**src/rtl/sram_stream_fifo.sv**
```systemverilog
// Stream FIFO controller around a 1W/1R SRAM with 1-cycle registered read.
// A 2-entry output buffer hides the read latency so output runs at one beat per cycle.
module sram_stream_fifo #(
  parameter int unsigned ADDR_WIDTH = 8,
  parameter int unsigned DATA_WIDTH = 32
) (
  input  logic                  clk,
  input  logic                  rst_n,
  input  logic                  s_valid,
  output logic                  s_ready,
  input  logic [DATA_WIDTH-1:0] s_data,
  output logic                  m_valid,
  input  logic                  m_ready,
  output logic [DATA_WIDTH-1:0] m_data,
  output logic [ADDR_WIDTH+1:0] count,
  output logic                  ram_wr_en,
  output logic [ADDR_WIDTH-1:0] ram_wr_addr,
  output logic [DATA_WIDTH-1:0] ram_wr_data,
  output logic                  ram_rd_en,
  output logic [ADDR_WIDTH-1:0] ram_rd_addr,
  input  logic [DATA_WIDTH-1:0] ram_rd_data
);

  localparam int unsigned DEPTH = 2 ** ADDR_WIDTH;
  localparam logic [ADDR_WIDTH:0] FULL_COUNT = (ADDR_WIDTH + 1)'(DEPTH);

  logic [ADDR_WIDTH-1:0] wr_ptr_q, wr_ptr_d;
  logic [ADDR_WIDTH-1:0] rd_ptr_q, rd_ptr_d;
  logic [ADDR_WIDTH:0]   ram_count_q, ram_count_d;
  logic                  inflight_q, inflight_d;
  logic [1:0]            ob_count_q, ob_count_d;
  logic [DATA_WIDTH-1:0] ob0_q, ob0_d;
  logic [DATA_WIDTH-1:0] ob1_q, ob1_d;

  logic       wr_accept;
  logic       pop;
  logic       rd_issue;
  logic [2:0] ob_pending;

  // Handshake and strobe generation
  always_comb begin
    s_ready     = rst_n && (ram_count_q != FULL_COUNT);
    wr_accept   = s_valid && s_ready;
    m_valid     = (ob_count_q != 2'd0);
    m_data      = ob0_q;
    pop         = m_valid && m_ready;
    // Buffer slots already claimed after this cycle's pop; a read is issued only if one stays free.
    ob_pending  = {1'b0, ob_count_q} + {2'b00, inflight_q} - {2'b00, pop};
    rd_issue    = (ram_count_q != '0) && (ob_pending < 3'd2);

    ram_wr_en   = wr_accept;
    ram_wr_addr = wr_ptr_q;
    ram_wr_data = s_data;
    ram_rd_en   = rd_issue;
    ram_rd_addr = rd_ptr_q;

    count = (ADDR_WIDTH + 2)'(ram_count_q)
          + (ADDR_WIDTH + 2)'(inflight_q)
          + (ADDR_WIDTH + 2)'(ob_count_q);
  end

  // Pointer and occupancy bookkeeping
  always_comb begin
    wr_ptr_d    = wr_ptr_q;
    rd_ptr_d    = rd_ptr_q;
    ram_count_d = ram_count_q;
    inflight_d  = rd_issue;

    if (wr_accept) begin
      wr_ptr_d = wr_ptr_q + 1'b1;
    end
    if (rd_issue) begin
      rd_ptr_d = rd_ptr_q + 1'b1;
    end
    ram_count_d = ram_count_q
                + (ADDR_WIDTH + 1)'(wr_accept)
                - (ADDR_WIDTH + 1)'(rd_issue);
  end

  // Output buffer: pop shifts first, then the returning read fills the next free slot
  always_comb begin
    ob0_d      = ob0_q;
    ob1_d      = ob1_q;
    ob_count_d = ob_count_q;

    if (pop) begin
      ob0_d      = ob1_q;
      ob_count_d = ob_count_q - 2'd1;
    end
    if (inflight_q) begin
      if (ob_count_d == 2'd0) begin
        ob0_d = ram_rd_data;
      end else begin
        ob1_d = ram_rd_data;
      end
      ob_count_d = ob_count_d + 2'd1;
    end
  end

  always_ff @(posedge clk or negedge rst_n) begin
    if (!rst_n) begin
      wr_ptr_q    <= '0;
      rd_ptr_q    <= '0;
      ram_count_q <= '0;
      inflight_q  <= 1'b0;
      ob_count_q  <= '0;
      ob0_q       <= '0;
      ob1_q       <= '0;
    end else begin
      wr_ptr_q    <= wr_ptr_d;
      rd_ptr_q    <= rd_ptr_d;
      ram_count_q <= ram_count_d;
      inflight_q  <= inflight_d;
      ob_count_q  <= ob_count_d;
      ob0_q       <= ob0_d;
      ob1_q       <= ob1_d;
    end
  end

endmodule

```
**config.mk**
```make
export PLATFORM = sky130hd
export DESIGN_NAME = sram_stream_fifo
export DESIGN_NICKNAME = d
export VERILOG_FILES = /design/src/rtl/sram_stream_fifo.sv
export SDC_FILE = /design/constraint.sdc
export NUM_CORES = 1
export LEC_CHECK = 0
export ABC_CLOCK_PERIOD_IN_PS = 5150
export BUFFER_PORTS_ARGS = -buffer_cell sky130_fd_sc_hd__buf_2
export CAP_MARGIN = 20
export CORE_MARGIN = 4
export CORE_UTILIZATION = 42
export CTS_CLUSTER_SIZE = 20
export DETAILED_ROUTE_END_ITERATION = 12
export GPL_TIMING_DRIVEN = 0
export PLACE_DENSITY_LB_ADDON = 0.15
export SKIP_CTS_REPAIR_TIMING = 1
export SYNTH_ARGS = -nofsm -noshare
export SYNTH_HDL_FRONTEND = slang
export SYNTH_SLANG_ARGS = --single-unit
```
**constraint.sdc**
```tcl
create_clock -name clk -period 5.15 [get_ports clk]
set_input_delay 0.2575 -clock clk [delete_from_list [all_inputs] [get_ports clk]]
set_output_delay 0.2575 -clock clk [all_outputs]
set_load 0.01 [all_outputs]
```
Yosys cells after proc, flatten, opt, wreduce, memory -nomap -nowiden:

Cells that the tools add are included.

* input bits: 68
* register bits after elaboration: 92

* reductions and logical operators: 8
* order comparisons: 1
* add/subtract/negate cells: 10
* multiplexer cells: 5
* equality and inequality tests: 1
* bitwise operators: 1

Operator list (number)
* 32-bit 2-to-1 mux: 3
* 8-bit by 1-bit adder with 8-bit output (second input constant): 2
* 10-bit by 2-bit adder with 10-bit output: 1
* 9-bit by 1-bit adder with 10-bit output: 1
* 9-bit by 1-bit adder with 9-bit output: 1
* 9-bit != test (second input constant): 1
* 9-bit nonzero test: 1
* 9-bit by 1-bit subtractor with 9-bit output: 1
* 1-bit logical AND: 4
* 2-bit 2-to-1 mux: 2
* 2-bit by 1-bit adder with 3-bit output: 1
* 3-bit by 2-bit less-than comparator with 1-bit output (second input constant): 1
* 3-bit by 1-bit subtractor with 3-bit output: 1
* 2-bit by 1-bit adder with 2-bit output (second input constant): 1
* 2-bit logical NOT: 1
* 2-bit AND reduction: 1
* 2-bit nonzero test: 1
* 2-bit by 1-bit subtractor with 2-bit output (second input constant): 1
* 1-bit NOT: 1

Longest topological paths before layout:

Gate-level depths: netlist (run 1).

* depth after elaboration: 6
* depth in mapped cells: 23
* depth with buffers taken out: 20

Worst setup path before layout (run 1):

Ideal clock, no wire load.

* path type: register to register
* from: register ob_count_q[1]
* to: register ram_count_q[8]
* library setup time: 0.139 ns
* required time: 5.011 ns
* arrival time: 4.362 ns
* setup slack: 0.650 ns
* cell stages (with the launch flop): 24
* period minus slack after synthesis: 4.500 ns
* cell sequence: dfrtp_1 inv_1 ha_1 nand2b_1 buf_2 buf_2 inv_1 ha_1 inv_1 ha_1 inv_1 fa_1 xnor2_1 o311a_1 buf_2 ha_1 inv_1 ha_1 inv_1 fa_1 nor2b_4 o21a_1 nor3_1 or4_1

* cells in the longest elaborated chain, start to end: 6
* elaborated cells between the ends (all ways): 7

Ends and longest elaborated chain
* start: declaration: line 31 `logic [1:0] ob_count_q, ob_count_d;`
* start signal: assignment: line 114 `ob_count_q <= ob_count_d;`
* parallel branches: the longest is 2 deep, another holds 2-bit by 1-bit adder with 3-bit output
* 3-bit by 1-bit subtractor with 3-bit output (*): line 48 `ob_pending = {1'b0, ob_count_q} + {2'b00, inflight_q} - {2'b00, pop};`
* 3-bit by 2-bit less-than comparator with 1-bit output (*): line 49 `rd_issue = (ram_count_q != '0) && (ob_pending < 3'd2);`
* 1-bit logical AND (*): line 49
* named net ram_rd_en: line 19 `output logic ram_rd_en,`
* 9-bit by 1-bit subtractor with 9-bit output (*): line 77 `- (ADDR_WIDTH + 1)'(rd_issue);`
* named net ram_count_d[8]: line 29 `logic [ADDR_WIDTH:0] ram_count_q, ram_count_d;`
* end signal: assignment: line 112 `ram_count_q <= ram_count_d;`
* end: declaration: line 29

Mark *: on every way through the listed nets, which the timed path passes.
A chain may end at the register's enable or synchronous reset.

Final worst setup path (run 1):

* from: register ob_count_q[1]
* to: register ram_count_q[8]

* cells in the longest elaborated chain, start to end: 6
* elaborated cells between the ends (all ways): 7

Ends and longest elaborated chain (line)
* parallel branches: the longest is 2 deep, another holds 2-bit by 1-bit adder with 3-bit output
* 3-bit by 1-bit subtractor with 3-bit output (*): 48
* 3-bit by 2-bit less-than comparator with 1-bit output (*): 49
* 1-bit logical AND (*): 49
* 9-bit by 1-bit subtractor with 9-bit output (*): 77
* named net ram_count_d[8]: 29

Marked as above.

==> results.cfg, run 1 <==
[outcome]
status = complete, no violations

[place]
portBuffers = 129
hpwl_mm = 7.64
gp_congestion = 0.771

[finish]
syn_to_final_growth_pct = 25.5
diodes = 0
drive_above_1_share_pct = 39.5
final_util_pct = 54.2
final_nets = 652

[grt]
grt_max_degree = 50
grt-ovfl-total = 0
grt_use_total_pct = 16.1
antenna_found_initial = 0
grt_pass1_wl_mm = 16.8
grt_pass1_vias = 3462

[setup_path]
worstSetupPathType = reg -> reg
reg2regPathDepth = 23
critPathLaunchType = flip-flop
critical_path.max_fanout = 11
r2r_start = ob_count_q[1]$_DFF_PN0_
worstSetupEndpointType = flip-flop
crit_arrival_ns = 4.98
rr_endpoint = ram_count_q[8]$_DFF_PN0_
required_ns = 5.36
reg2reg_slack_ns = 0.38

[routing]
drt-pass1-iter-count = 4
wl_per_cell_um = 14.6
dr_total_vias = 3426
drt-total-wl_mm = 10.2
drc = 0
drtIter0Drc = 165
ant_nets = 0
avgViaCountPerCell = 4.89

[sta]
drv_slew = 0
finalHoldViolCount = 0
setup_tns_ns = 0
period_share_pct = 92.6
worstMarginPinSlew_ns = 0.664
slew_headroom_pct = 55.6
finClkSkew_ns = 0.0107
period_needed_ns = 4.77
setup_viol = 0
max_freq_mhz = 210
rsz0062_at_grt = false
holdWs_ns = 0.140

[die]
core_area_sq_um = 10900
row_count = 38
ios = 162
die_x_um = 114
die_area_sq_um = 13000
die_h_um = 114
initial_core_util_pct = 43.2

[synthesis]
syn_nets = 510
synth.avg_cell_area_sq_um = 11.4
synthFlopType = dfrtp_1
synth_commonest_cells = dfrtp_1 (92), nand2_1 (39), mux2_2 (34), o21ai_0 (33)
syn-cell-area_sq_um = 4720
synth.most_common_cell = dfrtp_1
yosys.area.top_type_share_pct = 48.8
synth_warnings = 0
synth_edf_count = 0
synth-seq-area-share_pct = 48.8
synth.area.top_cells = dfrtp_1 (49%), mux2_2 (8.1%), mux2i_1 (6.8%)
synth.distinct_cells = 37
yosysTopAreaCell = dfrtp_1
synth_seq_cells = 92
async_reset_ff_share_pct = 100
netlist_instances = 413

[cts]
htreeDepth = 3
clk_path_buf_depth = 2
clk_pin_slew_worst_paths_ns = 0.07
cts_tree = built
cts_buffers = 9
insertion_delay_ns = 0.33
clockRootBuffer = clkbuf_16
clock_sinks = 92

[flow_run]
maxCapViolCount = 0

[power]
ir_drop_mv = 0.421
p_leak_nw = 2.99
p_total_w = 0.00408
p_per_area_nw_per_um2 = 689

[worst_hold_path]
worstHoldPathCells = 3
min-delay-path-class = in -> reg
min_from = ram_rd_data[26]
whs_endpoint = m_data[26]$_DFF_PN0_
## cells by family after synthesis
| kind of cell | after synthesis | share of synthesized area, % |
|---|---|---|
| xor gates and xnor gates | 27 | 5.01 |
| muxes | 66 | 14.9 |
| buffers and inverters | 71 | 8.40 |
| AOI/OAI and AO/OA | 50 | 6.31 |
| adders and majority gates | 29 | 8.32 |
| and+or+nand+nor | 78 | 8.27 |
| DFF | 92 | 48.8 |
## final cells by class
class / instances / area [sq um]
Sequential cell: 92 / 2300
Clock buffer: 11 / 233
Fill cell: 983 / 5010
Timing Repair Buffer: 131 / 686
Multi-Input combinational cell: 250 / 2020
Inverter: 24 / 90.1
Buffer: 47 / 309
Clock inverter: 5 / 109
Tap cell: 140 / 175
## layout by cell type, fill, tap and decap left out, drive strengths merged, types with 4 or more instances in the layout
cell      n
dfrtp    92
nor2      7
buf     170
mux2     34
nand4    10
inv      25
and3      4
ha       25
mux2i    32
clkbuf   18
fa        4
xor2      4
xnor2    23
o21ai    33
nand2    39
## through the flow
stage,instance area (sq um),setup WS (ns),instances
floorplan,4720,0.650,413
global placement,5540,0.244,682
detailed placement,5570,0.215,683
CTS,5910,0.178,699
global route,5920,0.00438,700
finish,5920,0.381,700
## flip-flops by register name, indices dropped and copies added, names as in the netlist
register / cells
ob1_q: 32
ram_wr_addr: 8
m_data: 32
ram_rd_addr: 8
ram_count_q: 9
ob_count_q: 2
inflight_q: 1
## power breakdown
| part | switching [W] | total (W) | leakage, nW | internal, W |
|---|---|---|---|---|
| clock network | 0.000276 | 0.000754 | 0.162 | 0.000478 |
| logic | 0.00101 | 0.00197 | 1.72 | 0.000954 |
| registers | 0.000259 | 0.00136 | 1.11 | 0.00110 |
| total | 0.00155 | 0.00408 | 2.99 | 0.00253 |
## how the worst max path moves through the flow
stage / cells after the start / start / to / slack (ns)
floorplan: 23 / ob_count_q[1]$_DFF_PN0_ / ram_count_q[8]$_DFF_PN0_ / 0.65
global placement: 23 / ob_count_q[1]$_DFF_PN0_ / ram_count_q[8]$_DFF_PN0_ / 0.24
detailed placement: 23 / ob_count_q[1]$_DFF_PN0_ / ram_count_q[8]$_DFF_PN0_ / 0.22
CTS: 23 / ob_count_q[1]$_DFF_PN0_ / ram_count_q[8]$_DFF_PN0_ / 0.18
global route: 23 / ob_count_q[1]$_DFF_PN0_ / ram_count_q[8]$_DFF_PN0_ / 0.004
finish: 23 / ob_count_q[1]$_DFF_PN0_ / ram_count_q[8]$_DFF_PN0_ / 0.38
## layer usage
layer	GRT usage, %	up-vias	routed length, um	share of wire [%]
li1	-	1667	-	-
met1	20.4	1652	4190	41
met2	27.7	102	5200	51
met3	4.19	5	751	7.4
met4	3.56	0	78	0.76
met5	0	-	0	0
## critical path, stage by stage (launching register included)
cell and delay (ns):
dfrtp_1 0.48, inv_1 0.09, ha_1 0.15, nand2b_1 0.09, buf_2 0.21, buf_4 0.26
inv_1 0.07, ha_1 0.29, inv_1 0.06, ha_1 0.13, inv_1 0.04, fa_1 0.37
xnor2_1 0.17, o311a_1 0.17, buf_2 0.23, ha_1 0.26, inv_1 0.05, ha_1 0.15
inv_1 0.06, fa_1 0.44, nor2b_4 0.14, o21a_1 0.17, nor3_1 0.06, or4_1 0.51
(Power assumes the default switching activity.)
==> inputs of run 2 (changes only) <==
--- a/config.mk
+++ b/config.mk
@@ -5,7 +5,7 @@
 export SDC_FILE = /design/constraint.sdc
 export NUM_CORES = 1
 export LEC_CHECK = 0
-export ABC_CLOCK_PERIOD_IN_PS = 5150
+export ABC_CLOCK_PERIOD_IN_PS = 6200
 export BUFFER_PORTS_ARGS = -buffer_cell sky130_fd_sc_hd__buf_2
 export CAP_MARGIN = 20
 export CORE_MARGIN = 4
@@ -13,7 +13,7 @@
 export CTS_CLUSTER_SIZE = 20
 export DETAILED_ROUTE_END_ITERATION = 12
 export GPL_TIMING_DRIVEN = 0
-export PLACE_DENSITY_LB_ADDON = 0.15
+export PLACE_DENSITY = 0.68
 export SKIP_CTS_REPAIR_TIMING = 1
 export SYNTH_ARGS = -nofsm -noshare
 export SYNTH_HDL_FRONTEND = slang
==> constraint.sdc (replaced) <==
create_clock -name clk -period 6.2 [get_ports clk]
set_input_delay 0.31 -clock clk [delete_from_list [all_inputs] [get_ports clk]]
set_output_delay 0.31 -clock clk [all_outputs]
set_load 0.01 [all_outputs]
==> run 2 against run 1 <==
Compared with the run above:
- cell area shrank 1.1%
- clock-buffer cell count grew 1
- critical path depth is the same
- first-iteration DRC count shrank 1.8%
- non-clock buffer count is the same
- via count grew 1.6%
- cell count shrank 0.14%
- hold slack gained 0.052 ns
- sequential power shrank 17%
- global-route usage shrank 0.48 points
- sequential share of layout area grew 0.43 points
- combinational power shrank 16%
==> results.cfg, run 2 (synthesis results as in run 1) <==
[flow_run]
maxCapViolCount = 0

[routing]
dr_total_vias = 3481
drc = 0
wl_per_cell_um = 14.4
drt-total-wl_mm = 10.1
drt-pass1-iter-count = 4
avgViaCountPerCell = 4.98
drtIter0Drc = 162
ant_nets = 0

[setup_path]
slowest_stage = or4_1
reg2reg_slack_ns = 1.14
critPathLaunchType = flip-flop
worstSetupEndpointType = flip-flop
crit_arrival_ns = 5.26
max_stage_delay_ns = 0.54
r2r_start = ob_count_q[1]$_DFF_PN0_
cp_top_family = adder cells
reg2regPathDepth = 23
path_common_cell = inv_1
rr_endpoint = ram_count_q[8]$_DFF_PN0_
crit_chain = inv_1 -> ha_1 -> nand2b_1 -> buf_2 -> buf_2 -> inv_1 -> ha_1 -> inv_1 -> ha_1 -> inv_1 -> fa_1 -> xnor2_1 -> o311a_1 -> buf_2 -> ha_1 -> inv_1 -> ha_1 -> inv_1 -> fa_1 -> nor2b_4 -> o21a_1 -> nor3_1 -> or4_1
critical_path.max_fanout = 11
cp.depth = 23
required_ns = 6.40
cp_num_buf_inv = 9
worstSetupPathType = reg -> reg

[finish]
syn_to_final_growth_pct = 24.2
fillers = 988
drive_above_1_share_pct = 39.5
final_nets = 652
diodes = 0
stdcell_area_sq_um = 5860
mostFrequentLayoutCell = buf_2
layout_common_cells = buf_2 (136), dfrtp_1 (92), nand2_1 (39), mux2_2 (34)

[power]
p_leak_nw = 2.96
ir_drop_mv = 0.210
p_per_area_nw_per_um2 = 561

[sta]
finalHoldViolCount = 0
setup_tns_ns = 0
rsz0062_at_grt = false
max_freq_mhz = 198
drv_slew = 0
period_share_pct = 81.6
finClkSkew_ns = 0.00707
worstMarginPinSlew_ns = 0.592
setup_viol = 0
slew_headroom_pct = 60.4
period_needed_ns = 5.06

[grt]
antenna_found_initial = 0
grt_max_degree = 60
grt-ovfl-total = 0
grt_use_total_pct = 15.6
grt_pass1_vias = 3438
grt_pass1_wl_mm = 16.5

[cts]
clock_sinks = 92
clk_path_buf_depth = 2
insertion_delay_ns = 0.33
htreeDepth = 3
cts_tree = built
clk_pin_slew_worst_paths_ns = 0.06
clockRootBuffer = clkbuf_16
cts_buffers = 9

[die]
row_count = 38
core_area_sq_um = 10900
die_h_um = 114
die_x_um = 114
initial_core_util_pct = 43.2
ios = 162
die_area_sq_um = 13000

[place]
portBuffers = 129
gp_congestion = 0.795
hpwl_mm = 7.61
placed_area_sq_um = 5570

[worst_hold_path]
whs_endpoint = m_data[23]$_DFF_PN0_
worstHoldPathCells = 3
min_from = ram_rd_data[23]
min-delay-path-class = in -> reg

[outcome]
status = complete, no violations
run 2: cell count changes in the layout (fill, tap and decap cells not counted):
cell        before  now
clkinv_2         0    1
buf_2          135  136
clkbuf_1         9    8
clkinv_4         0    2
bufinv_16        3    0
buf_4           34   33
inv_8            1    0
clkbuf_8         0    2
clkinvlp_4       1    0
run 2: layout make-up:
type / count / area [sq um] / area share [%]
inverter: 24 / 90.1 / 1.54
multi-input combinational: 250 / 2020 / 34.5
clock buffer: 12 / 256 / 4.38
clock inverter: 3 / 22.5 / 0.384
tap: 140 / 175 / 2.99
timing repair buffer: 131 / 686 / 11.7
sequential: 92 / 2300 / 39.3
buffer: 47 / 307 / 5.23
run 2: power by group:
group | switching (W) | internal, W | total, W
registers | 0.000213 | 0.000915 | 0.00113
logic | 0.000856 | 0.000793 | 0.00165
clock network | 0.000217 | 0.000292 | 0.000509
run 2: through the flow:
step                cells  worst slack (ns)  total power (W)  util [%]  hold WS, ns
global route          699             0.819          0.00358      53.6        0.189
detailed placement    683              1.11          0.00281      50.9        0.301
floorplan             413              1.70          0.00227         -       0.0144
finish                699              1.14          0.00329      53.6        0.192
CTS                   698              1.10          0.00334      53.5      -0.0578
global placement      682              1.25          0.00273      50.7        0.455
run 2: layer usage:
metal | wire length, um | track usage [%]
met3 | 659 | 2.71
met5 | 0 | 0
met2 | 5100 | 26.4
met4 | 141 | 6.02
met1 | 4190 | 20.0
run 2: worst max path at each step:
stage | slack, ns | endpoint | start
finish | 1.14 | ram_count_q[8]$_DFF_PN0_ | ob_count_q[1]$_DFF_PN0_
global route | 0.82 | ram_count_q[8]$_DFF_PN0_ | ob_count_q[1]$_DFF_PN0_
CTS | 1.10 | ram_count_q[8]$_DFF_PN0_ | ob_count_q[1]$_DFF_PN0_
detailed placement | 1.11 | ram_count_q[8]$_DFF_PN0_ | ob_count_q[1]$_DFF_PN0_
global placement | 1.25 | ram_count_q[8]$_DFF_PN0_ | ob_count_q[1]$_DFF_PN0_
floorplan | 1.70 | ram_count_q[8]$_DFF_PN0_ | ob_count_q[1]$_DFF_PN0_
run 2: worst min-delay path: stages:
cell	delay (ns)
buf_2	0.08
nand2_1	0.04
o21ai_0	0.06
